===== src/rtl/jt51_wrdec_pkg.sv =====
// jt51_wrdec shared definitions
// Register map, hold length and strobe decode helper.
package jt51_wrdec_pkg;

  localparam int HOLD_DEF = 32;

  localparam logic [7:0] REG_KON    = 8'h08;
  localparam logic [7:0] REG_NOISE  = 8'h0F;
  localparam logic [7:0] REG_CLKA1  = 8'h10;
  localparam logic [7:0] REG_CLKA2  = 8'h11;
  localparam logic [7:0] REG_CLKB   = 8'h12;
  localparam logic [7:0] REG_TIMCTL = 8'h14;
  localparam logic [7:0] REG_LFRQ   = 8'h18;
  localparam logic [7:0] REG_PMDAMD = 8'h19;
  localparam logic [7:0] REG_CTW    = 8'h1B;

  localparam logic [7:0] REG_RL     = 8'h20;
  localparam logic [7:0] REG_KC     = 8'h28;
  localparam logic [7:0] REG_KF     = 8'h30;
  localparam logic [7:0] REG_PMS    = 8'h38;
  localparam logic [7:0] REG_DT1    = 8'h40;
  localparam logic [7:0] REG_TL     = 8'h60;
  localparam logic [7:0] REG_KS     = 8'h80;
  localparam logic [7:0] REG_AMS    = 8'hA0;
  localparam logic [7:0] REG_DT2    = 8'hC0;
  localparam logic [7:0] REG_D1L    = 8'hE0;

  typedef enum logic [3:0] {
    SEL_NONE,
    SEL_RL,
    SEL_KC,
    SEL_KF,
    SEL_PMS,
    SEL_DT1,
    SEL_TL,
    SEL_KS,
    SEL_AMS,
    SEL_DT2,
    SEL_D1L,
    SEL_KON
  } sel_e;

  // Channel regs span 8 addresses, operator regs span 32.
  function automatic sel_e strobe_sel(
    input logic [7:0] a
  );
    sel_e s;
    s = SEL_NONE;
    unique case (1'b1)
      a == REG_KON:              s = SEL_KON;
      a[7:3] == REG_RL[7:3]:     s = SEL_RL;
      a[7:3] == REG_KC[7:3]:     s = SEL_KC;
      a[7:3] == REG_KF[7:3]:     s = SEL_KF;
      a[7:3] == REG_PMS[7:3]:    s = SEL_PMS;
      a[7:5] == REG_DT1[7:5]:    s = SEL_DT1;
      a[7:5] == REG_TL[7:5]:     s = SEL_TL;
      a[7:5] == REG_KS[7:5]:     s = SEL_KS;
      a[7:5] == REG_AMS[7:5]:    s = SEL_AMS;
      a[7:5] == REG_DT2[7:5]:    s = SEL_DT2;
      a[7:5] == REG_D1L[7:5]:    s = SEL_D1L;
      default:                   s = SEL_NONE;
    endcase
    return s;
  endfunction

  function automatic logic is_op_reg(
    input logic [7:0] a
  );
    return a[7:6] != 2'b00;
  endfunction

endpackage


===== src/rtl/jt51_wrdec_if.sv =====
// jt51_wrdec CPU bus bundle
// Raw YM2151 write strobes, address select and data.
interface jt51_wrdec_if;
  import jt51_wrdec_pkg::*;

  logic       cs_n;
  logic       wr_n;
  logic       a0;
  logic [7:0] din;

  modport master (
    output cs_n,
    output wr_n,
    output a0,
    output din
  );

  modport slave (
    input cs_n,
    input wr_n,
    input a0,
    input din
  );

endinterface


===== src/rtl/jt51_wrdec_glob.sv =====
// jt51_wrdec global register file
// Noise, timer, LFO and control-terminal registers.
module jt51_wrdec_glob
  import jt51_wrdec_pkg::*;
(
  input  logic       clk,
  input  logic       rst,
  input  logic       wr,
  input  logic [7:0] addr,
  input  logic [7:0] din,
  output logic       ne,
  output logic [4:0] nfrq,
  output logic [9:0] value_A,
  output logic [7:0] value_B,
  output logic       load_A,
  output logic       load_B,
  output logic       en_irq_A,
  output logic       en_irq_B,
  output logic       csm,
  output logic       clr_flag_A,
  output logic       clr_flag_B,
  output logic [7:0] lfo_freq,
  output logic [1:0] lfo_w,
  output logic [6:0] amd,
  output logic [6:0] pmd,
  output logic       ct1,
  output logic       ct2
);

  always_ff @(posedge clk or posedge rst) begin
    if (rst) begin
      ne         <= 1'b0;
      nfrq       <= '0;
      value_A    <= '0;
      value_B    <= '0;
      load_A     <= 1'b0;
      load_B     <= 1'b0;
      en_irq_A   <= 1'b0;
      en_irq_B   <= 1'b0;
      csm        <= 1'b0;
      clr_flag_A <= 1'b0;
      clr_flag_B <= 1'b0;
      lfo_freq   <= '0;
      lfo_w      <= '0;
      amd        <= '0;
      pmd        <= '0;
      ct1        <= 1'b0;
      ct2        <= 1'b0;
    end else begin
      clr_flag_A <= 1'b0;
      clr_flag_B <= 1'b0;
      if (wr) begin
        unique case (1'b1)
          addr == REG_NOISE: begin
            ne   <= din[7];
            nfrq <= din[4:0];
          end
          addr == REG_CLKA1:
            value_A[9:2] <= din;
          addr == REG_CLKA2:
            value_A[1:0] <= din[1:0];
          addr == REG_CLKB:
            value_B <= din;
          addr == REG_TIMCTL: begin
            csm        <= din[7];
            clr_flag_B <= din[5];
            clr_flag_A <= din[4];
            en_irq_B   <= din[3];
            en_irq_A   <= din[2];
            load_B     <= din[1];
            load_A     <= din[0];
          end
          addr == REG_LFRQ:
            lfo_freq <= din;
          addr == REG_PMDAMD: begin
            if (din[7]) pmd <= din[6:0];
            else        amd <= din[6:0];
          end
          addr == REG_CTW: begin
            ct2   <= din[7];
            ct1   <= din[6];
            lfo_w <= din[1:0];
          end
          default: ;
        endcase
      end
    end
  end

endmodule


===== src/rtl/jt51_wrdec.sv =====
// jt51_wrdec top: write edge detect, address latch,
// hold FSM and per-channel/operator update strobes.
module jt51_wrdec
  import jt51_wrdec_pkg::*;
#(
  parameter int HOLD = HOLD_DEF
) (
  input  logic       clk,
  input  logic       rst,
  input  logic       cen,
  jt51_wrdec_if.slave bus,
  output logic       busy,
  output logic [7:0] reg_din,
  output logic [1:0] op,
  output logic [2:0] ch,
  output logic       up_rl,
  output logic       up_kc,
  output logic       up_kf,
  output logic       up_pms,
  output logic       up_dt1,
  output logic       up_tl,
  output logic       up_ks,
  output logic       up_amsen,
  output logic       up_dt2,
  output logic       up_d1l,
  output logic       up_keyon,
  output logic       ne,
  output logic [4:0] nfrq,
  output logic [9:0] value_A,
  output logic [7:0] value_B,
  output logic       load_A,
  output logic       load_B,
  output logic       en_irq_A,
  output logic       en_irq_B,
  output logic       csm,
  output logic       clr_flag_A,
  output logic       clr_flag_B,
  output logic [7:0] lfo_freq,
  output logic [1:0] lfo_w,
  output logic [6:0] amd,
  output logic [6:0] pmd,
  output logic       ct1,
  output logic       ct2
);

  localparam logic [0:0] ST_IDLE = 1'b0;
  localparam logic [0:0] ST_HOLD = 1'b1;
  localparam logic [4:0] LAST    = 5'(HOLD - 1);

  logic [0:0] state;
  logic [4:0] hcnt;
  logic [7:0] addr;
  logic       we;
  logic       we_q;
  logic       ev;
  logic       dwr;
  sel_e       sel;
  sel_e       wsel;

  assign we   = !bus.cs_n && !bus.wr_n;
  assign ev   = we && !we_q;
  // Data writes landing while an update is held are discarded.
  assign dwr  = ev && bus.a0 && (state == ST_IDLE);
  assign wsel = strobe_sel(addr);
  assign busy = state == ST_HOLD;

  always_ff @(posedge clk or posedge rst) begin
    if (rst) begin
      state   <= ST_IDLE;
      hcnt    <= '0;
      addr    <= '0;
      we_q    <= 1'b0;
      sel     <= SEL_NONE;
      reg_din <= '0;
      op      <= '0;
      ch      <= '0;
    end else begin
      we_q <= we;
      if (ev && !bus.a0)
        addr <= bus.din;
      if (state == ST_IDLE) begin
        if (dwr) begin
          reg_din <= bus.din;
          sel     <= wsel;
          hcnt    <= '0;
          state   <= ST_HOLD;
          if (wsel != SEL_NONE) begin
            op <= is_op_reg(addr) ? addr[4:3] : 2'd0;
            ch <= (wsel == SEL_KON) ?
                  bus.din[2:0] : addr[2:0];
          end
        end
      end else if (cen) begin
        hcnt <= hcnt + 5'd1;
        if (hcnt == LAST) begin
          state <= ST_IDLE;
          sel   <= SEL_NONE;
        end
      end
    end
  end

  assign up_rl    = sel == SEL_RL;
  assign up_kc    = sel == SEL_KC;
  assign up_kf    = sel == SEL_KF;
  assign up_pms   = sel == SEL_PMS;
  assign up_dt1   = sel == SEL_DT1;
  assign up_tl    = sel == SEL_TL;
  assign up_ks    = sel == SEL_KS;
  assign up_amsen = sel == SEL_AMS;
  assign up_dt2   = sel == SEL_DT2;
  assign up_d1l   = sel == SEL_D1L;
  assign up_keyon = sel == SEL_KON;

  jt51_wrdec_glob u_glob (
    .clk        (clk),
    .rst        (rst),
    .wr         (dwr),
    .addr       (addr),
    .din        (bus.din),
    .ne         (ne),
    .nfrq       (nfrq),
    .value_A    (value_A),
    .value_B    (value_B),
    .load_A     (load_A),
    .load_B     (load_B),
    .en_irq_A   (en_irq_A),
    .en_irq_B   (en_irq_B),
    .csm        (csm),
    .clr_flag_A (clr_flag_A),
    .clr_flag_B (clr_flag_B),
    .lfo_freq   (lfo_freq),
    .lfo_w      (lfo_w),
    .amd        (amd),
    .pmd        (pmd),
    .ct1        (ct1),
    .ct2        (ct2)
  );

endmodule


===== src/flat_wrapper.sv =====
// flat-port wrapper written by rule: the top's interface ports become plain ports
module jt51_wrdec_flat import jt51_wrdec_pkg::*;
#(
  parameter int HOLD = HOLD_DEF
)
  (clk, rst, cen, busy, reg_din, op, ch, up_rl, up_kc, up_kf, up_pms, up_dt1, up_tl, up_ks, up_amsen, up_dt2, up_d1l, up_keyon, ne, nfrq, value_A, value_B, load_A, load_B, en_irq_A, en_irq_B, csm, clr_flag_A, clr_flag_B, lfo_freq, lfo_w, amd, pmd, ct1, ct2, bus_cs_n, bus_wr_n, bus_a0, bus_din);
  jt51_wrdec_if bus_i ();
  input  logic clk;
  input  logic rst;
  input  logic cen;
  output logic busy;
  output logic [7:0] reg_din;
  output logic [1:0] op;
  output logic [2:0] ch;
  output logic up_rl;
  output logic up_kc;
  output logic up_kf;
  output logic up_pms;
  output logic up_dt1;
  output logic up_tl;
  output logic up_ks;
  output logic up_amsen;
  output logic up_dt2;
  output logic up_d1l;
  output logic up_keyon;
  output logic ne;
  output logic [4:0] nfrq;
  output logic [9:0] value_A;
  output logic [7:0] value_B;
  output logic load_A;
  output logic load_B;
  output logic en_irq_A;
  output logic en_irq_B;
  output logic csm;
  output logic clr_flag_A;
  output logic clr_flag_B;
  output logic [7:0] lfo_freq;
  output logic [1:0] lfo_w;
  output logic [6:0] amd;
  output logic [6:0] pmd;
  output logic ct1;
  output logic ct2;
  input wire logic [$bits(bus_i.cs_n)-1:0] bus_cs_n;
  input wire logic [$bits(bus_i.wr_n)-1:0] bus_wr_n;
  input wire logic [$bits(bus_i.a0)-1:0] bus_a0;
  input wire logic [$bits(bus_i.din)-1:0] bus_din;
  assign bus_i.cs_n = bus_cs_n;
  assign bus_i.wr_n = bus_wr_n;
  assign bus_i.a0 = bus_a0;
  assign bus_i.din = bus_din;
  jt51_wrdec #(.HOLD(HOLD)) u_core (.clk(clk), .rst(rst), .cen(cen), .bus(bus_i), .busy(busy), .reg_din(reg_din), .op(op), .ch(ch), .up_rl(up_rl), .up_kc(up_kc), .up_kf(up_kf), .up_pms(up_pms), .up_dt1(up_dt1), .up_tl(up_tl), .up_ks(up_ks), .up_amsen(up_amsen), .up_dt2(up_dt2), .up_d1l(up_d1l), .up_keyon(up_keyon), .ne(ne), .nfrq(nfrq), .value_A(value_A), .value_B(value_B), .load_A(load_A), .load_B(load_B), .en_irq_A(en_irq_A), .en_irq_B(en_irq_B), .csm(csm), .clr_flag_A(clr_flag_A), .clr_flag_B(clr_flag_B), .lfo_freq(lfo_freq), .lfo_w(lfo_w), .amd(amd), .pmd(pmd), .ct1(ct1), .ct2(ct2));
endmodule

===== config.mk =====
export PLATFORM = sky130hd
export DESIGN_NAME = jt51_wrdec_flat
export DESIGN_NICKNAME = d
export VERILOG_FILES = /design/src/rtl/jt51_wrdec_pkg.sv /design/src/rtl/jt51_wrdec_if.sv /design/src/rtl/jt51_wrdec_glob.sv /design/src/rtl/jt51_wrdec.sv /design/src/flat_wrapper.sv
export SDC_FILE = /design/constraint.sdc
export NUM_CORES = 1
export LEC_CHECK = 0
export ABC_AREA = 1
export CORE_MARGIN = 3
export CORE_UTILIZATION = 44
export CTS_CLUSTER_DIAMETER = 40
export DETAILED_ROUTE_END_ITERATION = 8
export HOLD_SLACK_MARGIN = 0.08
export PLACE_DENSITY = 0.76
export SYNTH_ARGS = -nofsm -noshare
export SYNTH_HDL_FRONTEND = slang
export SYNTH_SLANG_ARGS = --single-unit

===== constraint.sdc =====
create_clock -name clk -period 2.8 [get_ports clk]
set_clock_uncertainty 0.1 [all_clocks]
set_input_delay 0.28 -clock clk [delete_from_list [all_inputs] [get_ports clk]]
set_output_delay 0.28 -clock clk [all_outputs]
set_load 0.02 [all_outputs]

==> results.json, run 1 <==
{
  "crit_path_max_incr_delay_ns": 0.60,
  "synthMuxAreaShare": 0,
  "clk_path_buf_depth": 2,
  "wl_per_cell_um": 14.8,
  "worst_pin_slew_ns": 0.511,
  "viasPerCell": 5.08,
  "synth_cell_types": 25,
  "insertion_delay_ns": 0.35,
  "fmax_ghz": 0.453,
  "critPathMaxFanout": 4,
  "portBuffers": 95,
  "hp-class": "reg2reg",
  "crit_type": "reg2out",
  "worstSetupEndpointType": "output port",
  "area_delta_synth_final_pct": 33.2,
  "yosysTopAreaCell": "dfrtp_1",
  "synth_seq_cells": 89,
  "path_delay_family": "buffers and inverters",
  "rows": 33,
  "place_congestion": 0.877,
  "maxCapViolCount": 0,
  "cts_resized": 0,
  "n_fill_cell": 722,
  "detailroute.via_count": 3240,
  "worst_setup_path_start_kind": "flop",
  "cts.sinks": 89,
  "die_w_um": 98.9,
  "post_synth.cell_area_avg_um2": 8.88,
  "power_frac_comb": 0.269,
  "synth_top_area_frac": 0.586,
  "post-route-drc-count": 0,
  "crit_chain": "inv_1 -> or2_2 -> nor2_1 -> clkdlybuf4s50_1",
  "antenna_cells": 0,
  "reg2reg_to": "u_core.u_glob.value_B[6]$_DFFE_PP0P_",
  "grt_usage": 0.200,
  "finalCoreUtilization": 0.610,
  "fin_crit_sh": 0.788,
  "synthArstFlopShare": 1.00,
  "synth_fa_ha_area_frac": 0.00658,
  "dp_hpwl_um": 6530,
  "synth_area_leaders": "dfrtp_1, nand2_1, o21ai_0",
  "p_total_mw": 3.40,
  "cts-root-buf": "clkbuf_8",
  "fin_nets": 544,
  "drt_iter0_drc": 173,
  "core_mm2": 0.00830,
  "ys_warn_count": 0,
  "grt.busiest_layer": "met2",
  "overflow": 0,
  "rrSetupSlack_ns": 1.03,
  "post-cts-setup-buffers": 0,
  "met3_usage": 0.0587,
  "cellPowerDensity_mw_per_mm2": 671,
  "status": "completed",
  "layout.cells.non_filler": 638,
  "hold_start": "u_core.u_glob.amd[1]$_DFFE_PP0P_",
  "die_h_um": 98.9,
  "p_int_mw": 2.26,
  "slew_violations": 0,
  "first_pass_iters": 4,
  "critPathSlowestCell": "clkdlybuf4s50_1",
  "r2r_start": "u_core.busy$_DFF_PP0_",
  "synth_edf_count": 0,
  "rsz0062_at_grt": "false",
  "cts_tree": "built",
  "drtAntennaViolNets": 0,
  "p_sw_frac": 0.336,
  "hold_depth": 2,
  "synthCells": 428,
  "syn-num-nets": 444,
  "initial_core_util": 0.458,
  "setup_viol": 0,
  "critPathBufInv": 2,
  "min_to": "u_core.u_glob.amd[1]$_DFFE_PP0P_",
  "cts_buffers": 9,
  "cts_hold_buf": 1,
  "met2_usage": 0.308,
  "p_switching_mw": 1.14,
  "dp_cells": 621,
  "tns_ns": 0,
  "synth_compound_area_frac": 0.0951,
  "final-hold-violation-count": 0,
  "synth_common_cells": "nand2_1, dfrtp_1, o21ai_0",
  "cts_max_level": 3,
  "synthSimpleGateAreaFrac": 0.266,
  "grt_pass1_wl_um": 15800,
  "clkSlewWorstSetupHoldPaths_ns": 0.09,
  "routed_wl_um": 9430,
  "grt_pass1_vias": 3177,
  "p_leak_nw": 2.37,
  "synth_top_family_by_area": "simple AND/OR/NAND/NOR gates",
  "antenna_found_initial": 0,
  "clkPwrFrac": 0.263,
  "synth_flop_cell": "dfrtp_1",
  "synthXorXnorAreaFrac": 0.00230,
  "ir_drop_mv": 0.337,
  "synth_area_mm2": 0.00380,
  "yosysSeqAreaShare": 0.586,
  "yosysMostFrequentCell": "nand2_1",
  "grtUsageMet1": 0.275,
  "cp.arrival_ns": 1.83,
  "io_pins": 96,
  "crit_required_ns": 2.42,
  "maxSlewHeadroom": 0.658,
  "drive_gt1_frac": 0.0957,
  "grt_max_degree": 89,
  "pwr-share-seq": 0.468,
  "post-route-min-period_ns": 2.21,
  "die-area_mm2": 0.00979,
  "r2r_cells": 6
}
[stage by stage]
step,setup slack (ns),hold slack (ns),cell area (µm²)
5_1_grt,0.495,0.417,5060
4_1_cts,0.578,0.382,5060
6_report,0.592,0.378,5060
2_1_floorplan,0.113,0.248,3800
3_3_place_gp,0.708,0.357,4850
3_5_place_dp,0.637,0.359,4850
[kinds of logic (layout without fill, tap and decap cells)]
logic type / after synthesis / after routing
buffers and inverters: 38 / 143
adders and majority gates: 2 / 2
xor gates and xnor gates: 1 / 1
AOI/OAI and AO/OA: 66 / 66
and+or+nand+nor: 232 / 232
DFF: 89 / 89
[power groups by stage]
stage                     Combinational (mW)  Sequential (mW)  Clock (mW)
after global routing                    1.01             1.62       0.955
after floorplan                        0.423             1.71           0
after global placement                 0.895             1.61           0
after CTS                              0.922             1.59       0.918
after detailed placement               0.917             1.61           0
final                                  0.914             1.59       0.893
[placed cells by master, fill, tap and decap left out, drive strengths merged]
master	instances
nand2	154
clkdlybuf4s50	95
dfrtp	89
o21ai	63
nor2	36
nand3	33
inv	30
clkbuf	9
nand4	4
nor3	3
clkinv	3
a21oi	2
ha	2
clkinvlp	2
buf	2
nand3b	1
or2	1
xor2	1
o22ai	1
bufinv	1
dlygate4sd3	1
[layout make-up]
| type | count | area, µm² | share of cell area |
|---|---|---|---|
| Timing Repair Buffer | 98 | 988 | 0.195 |
| Clock inverter | 7 | 76.3 | 0.0151 |
| Sequential cell | 89 | 2230 | 0.440 |
| Tap cell | 105 | 131 | 0.0260 |
| Multi-Input combinational cell | 301 | 1410 | 0.278 |
| Clock buffer | 9 | 124 | 0.0245 |
| Inverter | 29 | 110 | 0.0217 |
[worst max path at each step]
stage | startpoint | end | cells after the start
finish | u_core.sel[0]$_DFFE_PP0P_ | up_dt1 | 4
global route | u_core.sel[0]$_DFFE_PP0P_ | up_dt2 | 4
CTS | u_core.sel[0]$_DFFE_PP0P_ | up_dt2 | 4
detailed placement | bus_wr_n | u_core.u_glob.nfrq[3]$_DFFE_PP0P_ | 7
global placement | bus_wr_n | u_core.u_glob.value_B[7]$_DFFE_PP0P_ | 7
floorplan | rst | u_core.addr[0]$_DFFE_PP0P_ | 1
[routing by layer]
metal	vias to the layer above	wire, µm
met5	-	0
met4	0	131
met3	11	720
met2	102	4400
met1	1548	4170
li1	1579	-
[state kept, by name, indices dropped and copies added, names as in the netlist, 3 cells and up]
name	flops
u_core.addr	8
u_core.ch	3
u_core.hcnt	5
u_core.reg_din	8
u_core.sel	4
u_core.u_glob.amd	7
u_core.u_glob.lfo_freq	8
u_core.u_glob.nfrq	5
u_core.u_glob.pmd	7
u_core.u_glob.value_A	10
u_core.u_glob.value_B	8
[tightest hold or removal path, delay by kind of cell (launching register included)]
| family | cells | cell delay [ns] |
|---|---|---|
| and+or+nand+nor | 2 | 0.10 |
| DFF | 1 | 0.35 |
No activity file was read; power rests on OpenSTA's default activity.
==> run 2: changes to the inputs <==
Settings changed: CORE_UTILIZATION 44 to 48, PLACE_DENSITY 0.76 to 0.78.
Clock period 2.8 ns to 2.1 ns, I/O delays scaled along.
==> run 2 against run 1 <==
  * Flip-flop and latch count is the same
  * Cell count shrank 0.78%
  * Largest cell class unchanged
  * Critical endpoint is now up_d1l
  * Global-route usage grew 1.9 points
==> results.json, run 2 (same netlist as run 1, synthesis figures left out) <==
{
  "p_leak_nw": 2.43,
  "post-route-drc-count": 0,
  "layout.cells.non_filler": 633,
  "clkSlewWorstSetupHoldPaths_ns": 0.09,
  "crit_type": "reg2out",
  "first_pass_iters": 5,
  "viasPerCell": 5.09,
  "fmax_ghz": 0.503,
  "dp_hpwl_um": 6550,
  "top_register": "u_core.u_glob.value_A",
  "grt_pass1_wl_um": 15200,
  "die_w_um": 95.0,
  "cellPowerDensity_mw_per_mm2": 911,
  "die-area_mm2": 0.00902,
  "drt_iter0_drc": 216,
  "maxCapViolCount": 0,
  "largest_reg_flops": 10,
  "critPathBufInv": 2,
  "drtAntennaViolNets": 0,
  "crit_path_max_incr_delay_ns": 0.61,
  "cp.arrival_ns": 1.68,
  "maxSlewHeadroom": 0.652,
  "reg2reg_to": "u_core.sel[1]$_DFFE_PP0P_",
  "finalCoreUtilization": 0.683,
  "final_cell_mix": "nand2_1, clkdlybuf4s50_1, dfrtp_1",
  "cts_tree": "built",
  "tns_ns": 0,
  "dp_cells": 617,
  "cts-root-buf": "clkbuf_8",
  "setup_viol": 0,
  "wl_per_cell_um": 14.6,
  "p_total_mw": 4.64,
  "n_fill_cell": 617,
  "portBuffers": 95,
  "core_mm2": 0.00745,
  "detailroute.via_count": 3219,
  "antenna_cells": 0,
  "slew_violations": 0,
  "antenna_found_initial": 0,
  "hp-class": "in2async",
  "status": "completed",
  "post-route-min-period_ns": 1.99,
  "worst_pin_slew_ns": 0.520,
  "finalHoldWorstSlack_ns": 0.227,
  "p_int_mw": 3.14,
  "cts_buffers": 9,
  "critPathSlowestCell": "clkdlybuf4s50_1",
  "area_delta_synth_final_pct": 33.9,
  "io_pins": 96,
  "r2r_start": "u_core.hcnt[0]$_DFFE_PP0P_",
  "final_common_cell": "nand2_1",
  "setup.worst_path.end": "up_d1l",
  "cts.sinks": 89,
  "rows": 31,
  "startpoint": "u_core.sel[0]$_DFFE_PP0P_",
  "p_switching_mw": 1.49,
  "worst_setup_path_start_kind": "flop",
  "fin_crit_sh": 0.946,
  "worstSetupEndpointType": "output port",
  "fin_nets": 545,
  "die_h_um": 95.0,
  "grt_max_degree": 90,
  "grt_usage": 0.219,
  "r2r_cells": 9,
  "drive_gt1_frac": 0.0993,
  "critPathMaxFanout": 4,
  "routed_wl_um": 9250,
  "insertion_delay_ns": 0.34,
  "final-hold-violation-count": 0,
  "power_frac_comb": 0.258,
  "cp_num_cells": 4,
  "p_sw_frac": 0.322,
  "grt_pass1_vias": 3126,
  "clkPwrFrac": 0.283,
  "crit_chain": "inv_1 -> nand2_1 -> nor2_1 -> clkdlybuf4s50_1",
  "path_delay_family": "buffers and inverters",
  "ir_drop_mv": 0.612,
  "initial_core_util": 0.510,
  "clk_path_buf_depth": 2,
  "cts_hold_buf": 0,
  "crit_required_ns": 1.79,
  "overflow": 0,
  "pwr-share-seq": 0.459,
  "cts_max_level": 3,
  "rsz0062_at_grt": "false",
  "place_congestion": 0.854,
  "rrSetupSlack_ns": 0.37
}
-- run 2: changes by cell type in the layout (fill, tap and decap cells not counted), sizes merged --
cell,previous run,this run
bufinv,1,2
clkdlybuf4s50,95,90
buf,2,4
inv,30,29
clkbuf,9,10
clkinvlp,2,3
clkinv,3,1
dlygate4sd2,0,3
dlymetal6s2s,0,2
dlygate4sd3,1,0
-- run 2: cell type report --
class | instances | area (µm²) | share of cell area
clock inverters | 6 | 88.8 | 0.0175
multi-input cells | 301 | 1410 | 0.276
inverters | 29 | 113 | 0.0221
repair buffers | 99 | 995 | 0.195
clock buffers | 10 | 138 | 0.0270
flip-flops and latches | 89 | 2230 | 0.438
well taps | 99 | 124 | 0.0243
-- run 2: worst min path at each step --
stage | to | from | cells after the start | slack [ns]
2_1_floorplan | u_core.we_q$_DFF_PP0_ | bus_cs_n | 1 | 0.18
3_3_place_gp | u_core.u_glob.amd[1]$_DFFE_PP0P_ | u_core.u_glob.amd[1]$_DFFE_PP0P_ | 2 | 0.36
3_5_place_dp | u_core.u_glob.pmd[4]$_DFFE_PP0P_ | u_core.u_glob.pmd[4]$_DFFE_PP0P_ | 2 | 0.36
4_1_cts | u_core.u_glob.load_B$_DFFE_PP0P_ | rst | 3 | 0.25
5_1_grt | u_core.reg_din[2]$_DFFE_PP0P_ | rst | 3 | 0.27
6_report | u_core.u_glob.lfo_w[0]$_DFFE_PP0P_ | rst | 3 | 0.23
-- run 2: metrics by stage --
step | instance area (µm²) | setup slack (ns)
floorplan | 3800 | 0.617
global placement | 4860 | 0.223
detailed placement | 4860 | 0.144
CTS | 5080 | 0.0569
global route | 5090 | 0.00682
finish | 5090 | 0.113
-- run 2: tightest hold or removal path: stages --
cell and delay (ns):
clkdlybuf4s50_1 0.44, clkinvlp_4 0.09, buf_12 0.36
-- run 2: routing by layer --
metal / wire [µm] / vias up / track usage
met1: 4200 / 1534 / 0.295
met2: 4230 / 91 / 0.334
li1: - / 1585 / -
met5: 0 / - / 0
met3: 688 / 9 / 0.0741
met4: 127 / 0 / 0.0733
-- run 2: power groups by stage --
stage / combinational, mW / clock (mW) / sequential [mW]
finish: 1.20 / 1.31 / 2.13
global route: 1.32 / 1.42 / 2.16
CTS: 1.21 / 1.34 / 2.12
detailed placement: 1.22 / 0 / 2.15
global placement: 1.20 / 0 / 2.14
floorplan: 0.565 / 0 / 2.28
-- run 2: repair_timing --
item / in CTS / in global routing
buffers inserted: 0 / 0
endpoints found under the hold margin: 0 / 0
setup endpoints to repair: 3 / 2
resized for setup: 3 / 2
==> run 3: changes to the inputs <==
Settings changed: CTS_CLUSTER_DIAMETER 40 to unset, MAX_ROUTING_LAYER set to met4, PLACE_DENSITY 0.78 to unset, PLACE_DENSITY_LB_ADDON set to 0.1.
==> run 3 against run 2 <==
  * Count of clock-buffer cells in the layout unchanged
  * Non-clock buffer count up 1
  * Clock power is 21% lower
  * Die area stayed put
  * Power down 6.1%
  * Routed wire length is 1.5% lower
  * Maximum frequency up 0.27%
  * First-iteration DRC count unchanged
  * Critical path depth is the same
  * Sequential share of layout area up 0.42 points
  * Cell count grew 0.16%
  * Register-to-register slack improved by 0.03 ns
  * Critical path type unchanged
  * Critical endpoint is now up_kc
  * Largest cell class unchanged
  * Largest power group unchanged
==> results.json, run 3 (same netlist as run 1, synthesis figures left out) <==
{
  "worst_pin_slew_ns": 0.496,
  "crit_path_max_incr_delay_ns": 0.62,
  "crit_required_ns": 1.79,
  "setup_viol": 0,
  "hp-class": "in2async",
  "grt_pass1_wl_um": 15100,
  "first_pass_iters": 5,
  "clk_path_buf_depth": 2,
  "final_cell_mix": "nand2_1, clkdlybuf4s50_1, dfrtp_1",
  "final-hold-violation-count": 0,
  "routed_wl_um": 9110,
  "antenna_found_initial": 0,
  "maxSlewHeadroom": 0.668,
  "finalCoreUtilization": 0.677,
  "grt_max_degree": 64,
  "die-area_mm2": 0.00902,
  "post-route-drc-count": 0,
  "overflow": 0,
  "clkSlewWorstSetupHoldPaths_ns": 0.08,
  "io_pins": 96,
  "crit_type": "reg2out",
  "cts_tree": "built",
  "post-route-min-period_ns": 1.98,
  "cts_hold_buf": 0,
  "viasPerCell": 5.04,
  "fmax_ghz": 0.505,
  "area.sequential_mm2": 0.00223,
  "slew_violations": 0,
  "core_mm2": 0.00745,
  "cp.arrival_ns": 1.67,
  "place_congestion": 0.853,
  "critPathBufInv": 2,
  "cts.sinks": 89,
  "grt_pass1_vias": 3107,
  "drive_gt1_frac": 0.0991,
  "fin_crit_sh": 0.944,
  "tns_ns": 0,
  "maxCapViolCount": 0,
  "p_leak_nw": 2.41,
  "initial_core_util": 0.510,
  "final_common_cell": "nand2_1",
  "detailroute.via_count": 3194,
  "antenna_cells": 0,
  "critPathMaxFanout": 4,
  "drt_iter0_drc": 216,
  "cellPowerDensity_mw_per_mm2": 864,
  "crit_chain": "inv_1 -> nand2_1 -> nor2_1 -> clkdlybuf4s50_1",
  "fin_nets": 546,
  "drtAntennaViolNets": 0,
  "critPathSlowestCell": "clkdlybuf4s50_1",
  "multiInputGateArea_mm2": 0.00141,
  "top_register": "u_core.u_glob.value_A",
  "die_h_um": 95.0,
  "insertion_delay_ns": 0.34,
  "dp_hpwl_um": 6660,
  "cts_max_level": 3,
  "status": "completed",
  "die_w_um": 95.0,
  "grt_usage": 0.225,
  "worst_setup_path_start_kind": "flop",
  "ir_drop_mv": 0.521,
  "rsz0062_at_grt": "false",
  "cts-root-buf": "clkbuf_8",
  "area_delta_synth_final_pct": 32.6,
  "largest_reg_flops": 10,
  "path_delay_family": "buffers and inverters",
  "n_fill_cell": 624,
  "cts_buffers": 9,
  "rows": 31,
  "worstSetupEndpointType": "output port",
  "wl_per_cell_um": 14.4,
  "portBuffers": 95
}
run 3: cell types whose count changed in the layout (fill, tap and decap cells not counted), sizes merged:
| cell | delta |
|---|---|
| buf | +1 |
| clkinv | +2 |
| bufinv | -2 |
run 3: final timing paths:
check / from / to / slack, ns / cells after the start
max: u_core.sel[0]$_DFFE_PP0P_ / up_kc / 0.12 / 4
min: rst / u_core.hcnt[0]$_DFFE_PP0P_ / 0.20 / 3
max reg2reg: u_core.hcnt[0]$_DFFE_PP0P_ / u_core.sel[1]$_DFFE_PP0P_ / 0.40 / 9
min reg2reg: u_core.u_glob.pmd[1]$_DFFE_PP0P_ / u_core.u_glob.pmd[1]$_DFFE_PP0P_ / 0.38 / 2
max in group asynchronous: rst / u_core.u_glob.amd[1]$_DFFE_PP0P_ / 1.43 / 3
min in group clk: bus_cs_n / u_core.we_q$_DFF_PP0_ / 0.36 / 2
run 3: tightest hold or removal path, stage by stage:
cell             delay, ns
clkdlybuf4s50_1       0.44
clkinvlp_4            0.10
buf_12                0.29
run 3: layout make-up:
cell class              instances  area share
flip-flops and latches         89       0.442
multi-input cells             301       0.279
repair buffers                100       0.199
clock buffers                  10      0.0253
well taps                      99      0.0246
inverters                      29      0.0223
clock inverters                 6     0.00844
run 3: report_power, final:
group,internal [mW],total (mW),switching [mW]
combinational,0.500,1.21,0.706
sequential,1.94,2.12,0.186
clock,0.432,1.03,0.594
total,2.87,4.36,1.49
run 3: timing repair:
| item | in CTS | in global routing |
|---|---|---|
| gates resized for setup | 3 | 2 |
| setup endpoints to repair | 3 | 2 |
| gates cloned | 0 | 0 |
| setup buffers | 0 | 0 |
run 3: layer usage:
metal / routed length (µm) / global-route usage
met5: 0 / -
met4: 95 / 0.0661
met3: 556 / 0.0661
met2: 4260 / 0.325
met1: 4200 / 0.311
run 3: metrics by stage:
stage | power, mW | std cells | area (µm²) | hold WS [ns] | worst slack, ns
floorplan | 2.84 | 428 | 3800 | 0.178 | 0.617
global placement | 3.35 | 618 | 4870 | 0.356 | 0.197
detailed placement | 3.39 | 618 | 4870 | 0.359 | 0.119
CTS | 4.39 | 634 | 5040 | 0.205 | 0.0485
global route | 4.62 | 634 | 5040 | 0.220 | 0.0300
finish | 4.36 | 634 | 5040 | 0.197 | 0.118
